## src/rtl/ima_adpcm_decoder_mc_if.sv

```systemverilog
// Handshake bundle for the multi-channel IMA ADPCM decoder: code input,
// header preload, and decoded sample output.
// Optional status signals (out_sat, err_ch) exist only with ADPCM_STATUS_EN.
interface ima_adpcm_decoder_mc_if #(
  parameter int NUM_CH = 4,
  parameter int OUT_W  = 16
);
  localparam int CH_W = (NUM_CH > 1) ? $clog2(NUM_CH) : 1;

  logic              in_valid;
  logic              in_ready;
  logic [CH_W-1:0]   in_ch;
  logic              in_sop;
  logic [3:0]        in_code;
  logic              load_en;
  logic [CH_W-1:0]   load_ch;
  logic [15:0]       load_pred;
  logic [6:0]        load_index;
  logic              out_valid;
  logic              out_ready;
  logic [CH_W-1:0]   out_ch;
  logic [OUT_W-1:0]  out_sample;
`ifdef ADPCM_STATUS_EN
  logic              out_sat;
  logic              err_ch;
`endif

`ifdef ADPCM_STATUS_EN
  modport master (
    output in_valid, in_ch, in_sop, in_code,
    output load_en, load_ch, load_pred, load_index,
    output out_ready,
    input  in_ready, out_valid, out_ch, out_sample, out_sat, err_ch
  );
  modport slave (
    input  in_valid, in_ch, in_sop, in_code,
    input  load_en, load_ch, load_pred, load_index,
    input  out_ready,
    output in_ready, out_valid, out_ch, out_sample, out_sat, err_ch
  );
`else
  modport master (
    output in_valid, in_ch, in_sop, in_code,
    output load_en, load_ch, load_pred, load_index,
    output out_ready,
    input  in_ready, out_valid, out_ch, out_sample
  );
  modport slave (
    input  in_valid, in_ch, in_sop, in_code,
    input  load_en, load_ch, load_pred, load_index,
    input  out_ready,
    output in_ready, out_valid, out_ch, out_sample
  );
`endif
endinterface

```

## src/rtl/ima_adpcm_decoder_mc.sv

```systemverilog
// Multi-channel IMA ADPCM decoder with per-channel predictor/step-index state,
// header preload, and a single registered output stage (no throughput bubble).
// Optional macro ADPCM_STATUS_EN adds out_sat and err_ch status outputs.
module ima_adpcm_decoder_mc #(
  parameter int NUM_CH = 4,
  parameter int OUT_W  = 16
) (
  input logic                 clk,
  input logic                 rst_n,
  ima_adpcm_decoder_mc_if.slave bus
);
  localparam int CH_W = (NUM_CH > 1) ? $clog2(NUM_CH) : 1;
  localparam logic [CH_W:0] NUM_CH_L = (CH_W+1)'(NUM_CH);

  localparam logic [14:0] STEP_TABLE [89] = '{
    15'd7,     15'd8,     15'd9,     15'd10,    15'd11,    15'd12,    15'd13,    15'd14,
    15'd16,    15'd17,    15'd19,    15'd21,    15'd23,    15'd25,    15'd28,    15'd31,
    15'd34,    15'd37,    15'd41,    15'd45,    15'd50,    15'd55,    15'd60,    15'd66,
    15'd73,    15'd80,    15'd88,    15'd97,    15'd107,   15'd118,   15'd130,   15'd143,
    15'd157,   15'd173,   15'd190,   15'd209,   15'd230,   15'd253,   15'd279,   15'd307,
    15'd337,   15'd371,   15'd408,   15'd449,   15'd494,   15'd544,   15'd598,   15'd658,
    15'd724,   15'd796,   15'd876,   15'd963,   15'd1060,  15'd1166,  15'd1282,  15'd1411,
    15'd1552,  15'd1707,  15'd1878,  15'd2066,  15'd2272,  15'd2499,  15'd2749,  15'd3024,
    15'd3327,  15'd3660,  15'd4026,  15'd4428,  15'd4871,  15'd5358,  15'd5894,  15'd6484,
    15'd7132,  15'd7845,  15'd8630,  15'd9493,  15'd10442, 15'd11487, 15'd12635, 15'd13899,
    15'd15289, 15'd16818, 15'd18500, 15'd20350, 15'd22385, 15'd24623, 15'd27086, 15'd29794,
    15'd32767
  };

  logic signed [15:0] pred_mem [NUM_CH];
  logic [6:0]         idx_mem  [NUM_CH];

  logic               accept, ch_ok, load_ok, sat;
  logic [CH_W-1:0]    rd_ch;
  logic signed [15:0] cur_pred, pred_nxt;
  logic [6:0]         cur_idx, idx_nxt;
  logic [2:0]         adj_q;
  logic [19:0]        prod;
  logic signed [19:0] t_s, diff, sum;
  logic signed [7:0]  idx_sum;
  logic [OUT_W-1:0]   sample_w;

  assign bus.in_ready = (!bus.out_valid || bus.out_ready) && !bus.load_en && rst_n;
  assign accept       = bus.in_valid && bus.in_ready;
  assign ch_ok        = {1'b0, bus.in_ch} < NUM_CH_L;
  assign load_ok      = {1'b0, bus.load_ch} < NUM_CH_L;
  // Out-of-range channels read a harmless entry; their result is discarded.
  assign rd_ch        = ch_ok ? bus.in_ch : '0;

  // Decode one code against the addressed channel's (or a fresh) state.
  always_comb begin
    cur_pred = bus.in_sop ? '0 : pred_mem[rd_ch];
    cur_idx  = bus.in_sop ? '0 : idx_mem[rd_ch];
    prod     = {5'd0, STEP_TABLE[cur_idx]} * {16'd0, bus.in_code[2:0], 1'b1};
    t_s      = bus.in_code[3] ? -$signed(prod) : $signed(prod);
    diff     = t_s >>> 3;
    // Sum is kept wider than 17 bits so the clamp sees the true value.
    sum      = {{4{cur_pred[15]}}, cur_pred} + diff;
    sat      = 1'b0;
    pred_nxt = sum[15:0];
    if (sum > 20'sd32767) begin
      pred_nxt = 16'h7FFF;
      sat      = 1'b1;
    end else if (sum < -20'sd32768) begin
      pred_nxt = 16'h8000;
      sat      = 1'b1;
    end
    adj_q   = {1'b0, bus.in_code[1:0]} + 3'd1;
    idx_sum = $signed({1'b0, cur_idx})
            + (bus.in_code[2] ? $signed({4'd0, adj_q, 1'b0}) : -8'sd1);
    if (idx_sum < 8'sd0)       idx_nxt = 7'd0;
    else if (idx_sum > 8'sd88) idx_nxt = 7'd88;
    else                       idx_nxt = idx_sum[6:0];
    sample_w = OUT_W'($unsigned(pred_nxt)) << (OUT_W - 16);
  end

  // Channel state update, preload, and the output register.
  always_ff @(posedge clk) begin
    if (!rst_n) begin
      pred_mem       <= '{default: '0};
      idx_mem        <= '{default: '0};
      bus.out_valid  <= 1'b0;
      bus.out_ch     <= '0;
      bus.out_sample <= '0;
`ifdef ADPCM_STATUS_EN
      bus.out_sat    <= 1'b0;
      bus.err_ch     <= 1'b0;
`endif
    end else begin
      if (accept && ch_ok) begin
        pred_mem[bus.in_ch] <= pred_nxt;
        idx_mem[bus.in_ch]  <= idx_nxt;
        bus.out_valid       <= 1'b1;
        bus.out_ch          <= bus.in_ch;
        bus.out_sample      <= sample_w;
`ifdef ADPCM_STATUS_EN
        bus.out_sat         <= sat;
`endif
      end else if (bus.out_ready) begin
        bus.out_valid <= 1'b0;
      end
      if (bus.load_en && load_ok) begin
        pred_mem[bus.load_ch] <= bus.load_pred;
        idx_mem[bus.load_ch]  <= (bus.load_index > 7'd88) ? 7'd88 : bus.load_index;
      end
`ifdef ADPCM_STATUS_EN
      bus.err_ch <= accept && !ch_ok;
`endif
    end
  end
endmodule
```

## src/flat_wrapper.sv

```systemverilog
// flat-port wrapper written by rule: the top's interface ports become plain ports
module ima_adpcm_decoder_mc_flat 
#(
  parameter int NUM_CH = 4,
  parameter int OUT_W  = 16
)
  (clk, rst_n, bus_in_valid, bus_in_ch, bus_in_sop, bus_in_code, bus_load_en, bus_load_ch, bus_load_pred, bus_load_index, bus_out_ready, bus_in_ready, bus_out_valid, bus_out_ch, bus_out_sample);
  ima_adpcm_decoder_mc_if #(.NUM_CH(NUM_CH), .OUT_W(OUT_W)) bus_i ();
  input logic clk;
  input logic rst_n;
  input wire logic [$bits(bus_i.in_valid)-1:0] bus_in_valid;
  input wire logic [$bits(bus_i.in_ch)-1:0] bus_in_ch;
  input wire logic [$bits(bus_i.in_sop)-1:0] bus_in_sop;
  input wire logic [$bits(bus_i.in_code)-1:0] bus_in_code;
  input wire logic [$bits(bus_i.load_en)-1:0] bus_load_en;
  input wire logic [$bits(bus_i.load_ch)-1:0] bus_load_ch;
  input wire logic [$bits(bus_i.load_pred)-1:0] bus_load_pred;
  input wire logic [$bits(bus_i.load_index)-1:0] bus_load_index;
  input wire logic [$bits(bus_i.out_ready)-1:0] bus_out_ready;
  output wire logic [$bits(bus_i.in_ready)-1:0] bus_in_ready;
  output wire logic [$bits(bus_i.out_valid)-1:0] bus_out_valid;
  output wire logic [$bits(bus_i.out_ch)-1:0] bus_out_ch;
  output wire logic [$bits(bus_i.out_sample)-1:0] bus_out_sample;
  assign bus_i.in_valid = bus_in_valid;
  assign bus_i.in_ch = bus_in_ch;
  assign bus_i.in_sop = bus_in_sop;
  assign bus_i.in_code = bus_in_code;
  assign bus_i.load_en = bus_load_en;
  assign bus_i.load_ch = bus_load_ch;
  assign bus_i.load_pred = bus_load_pred;
  assign bus_i.load_index = bus_load_index;
  assign bus_i.out_ready = bus_out_ready;
  assign bus_in_ready = bus_i.in_ready;
  assign bus_out_valid = bus_i.out_valid;
  assign bus_out_ch = bus_i.out_ch;
  assign bus_out_sample = bus_i.out_sample;
  ima_adpcm_decoder_mc #(.NUM_CH(NUM_CH), .OUT_W(OUT_W)) u_core (.clk(clk), .rst_n(rst_n), .bus(bus_i));
endmodule
```

## config.mk

```make
export PLATFORM = sky130hd
export DESIGN_NAME = ima_adpcm_decoder_mc_flat
export DESIGN_NICKNAME = d
export VERILOG_FILES = /design/src/rtl/ima_adpcm_decoder_mc_if.sv /design/src/rtl/ima_adpcm_decoder_mc.sv /design/src/flat_wrapper.sv
export SDC_FILE = /design/constraint.sdc
export NUM_CORES = 1
export LEC_CHECK = 0
export ABC_AREA = 1
export CORE_ASPECT_RATIO = 0.75
export CORE_MARGIN = 2
export CORE_UTILIZATION = 50
export CTS_CLUSTER_SIZE = 20
export DETAILED_ROUTE_END_ITERATION = 12
export PLACE_DENSITY = 0.73
export REMOVE_ABC_BUFFERS = 1
export SLEW_MARGIN = 20
export SYNTH_ARGS = -nofsm -noshare
export SYNTH_HDL_FRONTEND = slang
export SYNTH_SLANG_ARGS = --single-unit
```

## constraint.sdc

```tcl
create_clock -name clk -period 14.1 [get_ports clk]
set_input_delay 2.82 -clock clk [delete_from_list [all_inputs] [get_ports clk]]
set_output_delay 2.82 -clock clk [all_outputs]
set_load 0.02 [all_outputs]
```

==> flow_metrics.py <==
metrics = {
    "sta": {
        "slew_headroom_pct": 25.9,
        "period_share_pct": 84.5,
        "slew_viol_final": 0,
        "clock_skew_ns": 0.0146,
        "finalCriticalPeriod_ns": 11.91,
        "hold_violations": 0,
        "grt_setup_unrepaired": "no",
        "setup_violations": 0,
        "max_clock_freq_mhz": 84.0,
        "tightest_slew_ns": 1.11,
        "setup_tns_ns": 0,
    },
    "finish": {
        "regArea_um2": 2220,
        "multiInputGateArea_um2": 7330,
        "drive_gt1_share_pct": 6.39,
        "nets": 1763,
        "fillerInstances": 2145,
        "n_antenna_cell": 0,
        "areaGrowthSynthToFinish_pct": 8.92,
    },
    "setup_path": {
        "worstPathRequired_ns": 14.36,
        "slowest_stage": "clkdlybuf4s50_1",
        "r2r_setup_slack_ns": 5.45,
        "r2r_start": "u_core.idx_mem[1]",
        "end_kind": "flip-flop",
        "cpMostUsedCell": "nand2_1",
        "crit_path_start": "bus_in_ch[0]",
        "startpoint_type": "input pin",
        "cp_slowest_stage_delay_ns": 0.82,
        "reg2reg_to": "u_core.bus.out_sample[0]",
        "ff2ff_path_depth": 45,
        "worstSetupPathType": "in -> reg",
        "crit_arrival_ns": 12.16,
        "cp_max_fo": 19,
    },
    "power": {
        "power.total_uw": 1190,
        "power_density_nw_per_um2": 103,
        "vdd_drop_max_uv": 75.3,
        "p_leak_uw": 0.00509,
    },
    "global_routing": {
        "grt_max_degree": 105,
        "grt_pass1_wl_um": 56000,
        "grt-ovfl-total": 0,
        "globalRouteTotalUtil_pct": 31.7,
        "antenna_found_initial": 0,
        "grt_pass1_vias": 10600,
    },
    "clock_network": {
        "cts_tree": "done",
        "cts_resized": 0,
        "numCtsBuffers": 9,
        "cts_buffer_depth": 2,
        "path_clk_slew_ns": 0.07,
        "hold_buffers": 0,
        "clkLatencyLatePin_ns": 0.36,
        "clock-sinks": 111,
        "h-tree-depth": 3,
        "root_buffer": "clkbuf_16",
        "cts_setup_buffers": 0,
    },
    "synth": {
        "ys_warn_count": 0,
        "synth-main-ff-cell": "dfxtp_1",
        "synth_seq_cells": 111,
        "yosysUniqueCellTypes": 55,
        "avgSynthCellArea_um2": 6.43,
        "synth_edf_count": 0,
        "synthCells": 1641,
        "synthesis.area_um2": 10600,
        "async_flop_share_pct": 0,
        "ys_seq_area_share_pct": 21.0,
    },
    "die": {
        "die_h_um": 130,
        "die_w_um": 172,
        "ioPinCount": 57,
        "fp.dieArea_um2": 22300,
        "start_util_pct": 50.4,
        "rows": 46,
        "core_area_um2": 21000,
    },
    "worst_hold_path": {
        "whs_endpoint": "u_core.bus.out_sample[15]",
        "hold_path.startpoint": "u_core.bus.out_sample[15]",
        "hp-class": "reg -> reg",
        "min_delay_path_depth": 2,
    },
    "drt": {
        "drt-wirelength-per-cell_um": 18.4,
        "drtIter0Drc": 1533,
        "route.detailed.drc": 0,
        "firstDrtPassIters": 6,
        "wirelength_um": 35600,
        "num_vias": 11600,
        "via_per_inst": 6.01,
        "ant_nets": 0,
    },
    "run": {
        "cap_violations": 0,
    },
    "placement": {
        "dp_hpwl_um": 25000,
        "port_buffers": 56,
        "gp_congestion": 1.00,
    },
    "run_status": {
        "status": "complete, no violations",
    },
}
layout make-up:
class	instances	area share [%]
repair buffers	67	5.55
multi-input cells	1280	63.8
inverters	169	5.58
well taps	288	3.13
clock buffers	9	1.96
clock inverters	7	0.685
flip-flops and latches	111	19.3
synth_stat cells, types with 7 or more instances:
cell type,instances,area (um^2)
o211ai_1,9,67.6
a21oi_1,278,1390
nand2_1,340,1280
xnor2_1,17,149
buf_1,7,26.3
ha_1,60,751
dfxtp_1,111,2220
xor2_1,21,184
nor2_1,108,405
fa_1,28,561
buf_2,9,45.0
nand4_1,21,131
a22oi_1,31,233
inv_1,154,578
o21ai_0,142,711
nor3_1,18,90.1
clkbuf_1,54,203
o21bai_1,10,75.1
nor2_2,8,50.1
nand2_2,25,156
nand3_1,94,470
inv_2,11,41.3
routing by layer:
| layer | global-route usage [%] | wire length, um |
|---|---|---|
| met1 | 46.5 | 15700 |
| met2 | 45.9 | 14900 |
| met3 | 6.89 | 4130 |
| met4 | 10.9 | 897 |
| met5 | 0 | 0 |
worst max-delay path, delay by kind of cell:
family / cells / cell delay [ns]
AND/OR/NAND/NOR: 24 / 2.83
AO/OA/AOI/OAI: 9 / 2.33
adder cells (fa/ha/maj): 5 / 2.03
buffers and inverters: 8 / 1.82
XOR/XNOR: 1 / 0.32
stage by stage:
stage | hold slack (ns) | setup WS, ns | cell area, um^2 | cells | utilization, %
3_5_place_dp | 0.456 | 2.04 | 11200 | 1915 | 53.4
4_1_cts | 0.468 | 2.37 | 11500 | 1931 | 54.9
6_report | 0.468 | 2.19 | 11500 | 1931 | 54.9
5_1_grt | 0.491 | 1.57 | 11500 | 1931 | 54.9
3_3_place_gp | 0.454 | 2.12 | 11200 | 1915 | 53.4
2_1_floorplan | 0.514 | 4.57 | 10200 | 1560 | -
registers in the layout, summed over array words and instances (netlist names):
name,cells
u_core.idx_mem,28
u_core.bus.out_valid,1
u_core.bus.out_sample,16
u_core.bus.out_ch,2
u_core.pred_mem,64
logic make-up (layout without fill, tap and decap cells):
group	Yosys count	after routing	share of synthesized area, %
AO/OA/AOI/OAI	511	511	26.5
buffers and inverters	250	252	9.63
flip-flops	111	111	21.0
multiplexers	1	1	0.0948
AND/OR/NAND/NOR	641	641	27.0
adder cells (fa/ha/maj)	88	88	12.4
XOR/XNOR	39	39	3.31
worst max path at each step:
stage | end | slack, ns | cells after the start
final | u_core.bus.out_sample[0] | 2.19 | 47
after global routing | u_core.bus.out_sample[0] | 1.57 | 47
after CTS | u_core.bus.out_sample[0] | 2.37 | 47
after detailed placement | u_core.bus.out_sample[0] | 2.04 | 47
after global placement | u_core.bus.out_sample[1] | 2.12 | 46
after floorplan | u_core.bus.out_sample[0] | 4.57 | 48
placed cells by master, fill, tap and decap left out, types with 4 or more instances in the layout:
cell type / netlist / routed
nand2_1: 340 / 340
a21oi_1: 278 / 278
inv_1: 154 / 154
o21ai_0: 142 / 142
dfxtp_1: 111 / 111
nor2_1: 108 / 108
nand3_1: 94 / 94
ha_1: 60 / 60
clkdlybuf4s50_1: 0 / 55
a22oi_1: 31 / 31
fa_1: 28 / 28
nand2_2: 25 / 25
xor2_1: 21 / 21
nand4_1: 21 / 21
xnor2_1: 17 / 17
nor3_1: 18 / 15
inv_2: 11 / 11
buf_4: 6 / 11
o21bai_1: 10 / 10
o211ai_1: 9 / 9
clkbuf_16: 0 / 9
nor2_2: 8 / 8
nand2_4: 6 / 6
o21ai_1: 5 / 5
nor2_4: 4 / 4
o31ai_1: 4 / 4
o21ai_2: 4 / 4
a21o_1: 4 / 4
nand3b_1: 4 / 4
report_power, final:
part / internal (uW) / leakage (uW) / switching [uW]
logic: 185 / 0.00403 / 393
registers: 334 / 0.000909 / 11.1
clock network: 140 / 0.000150 / 124
total: 659 / 0.00509 / 528
(Power assumes the default switching activity.)
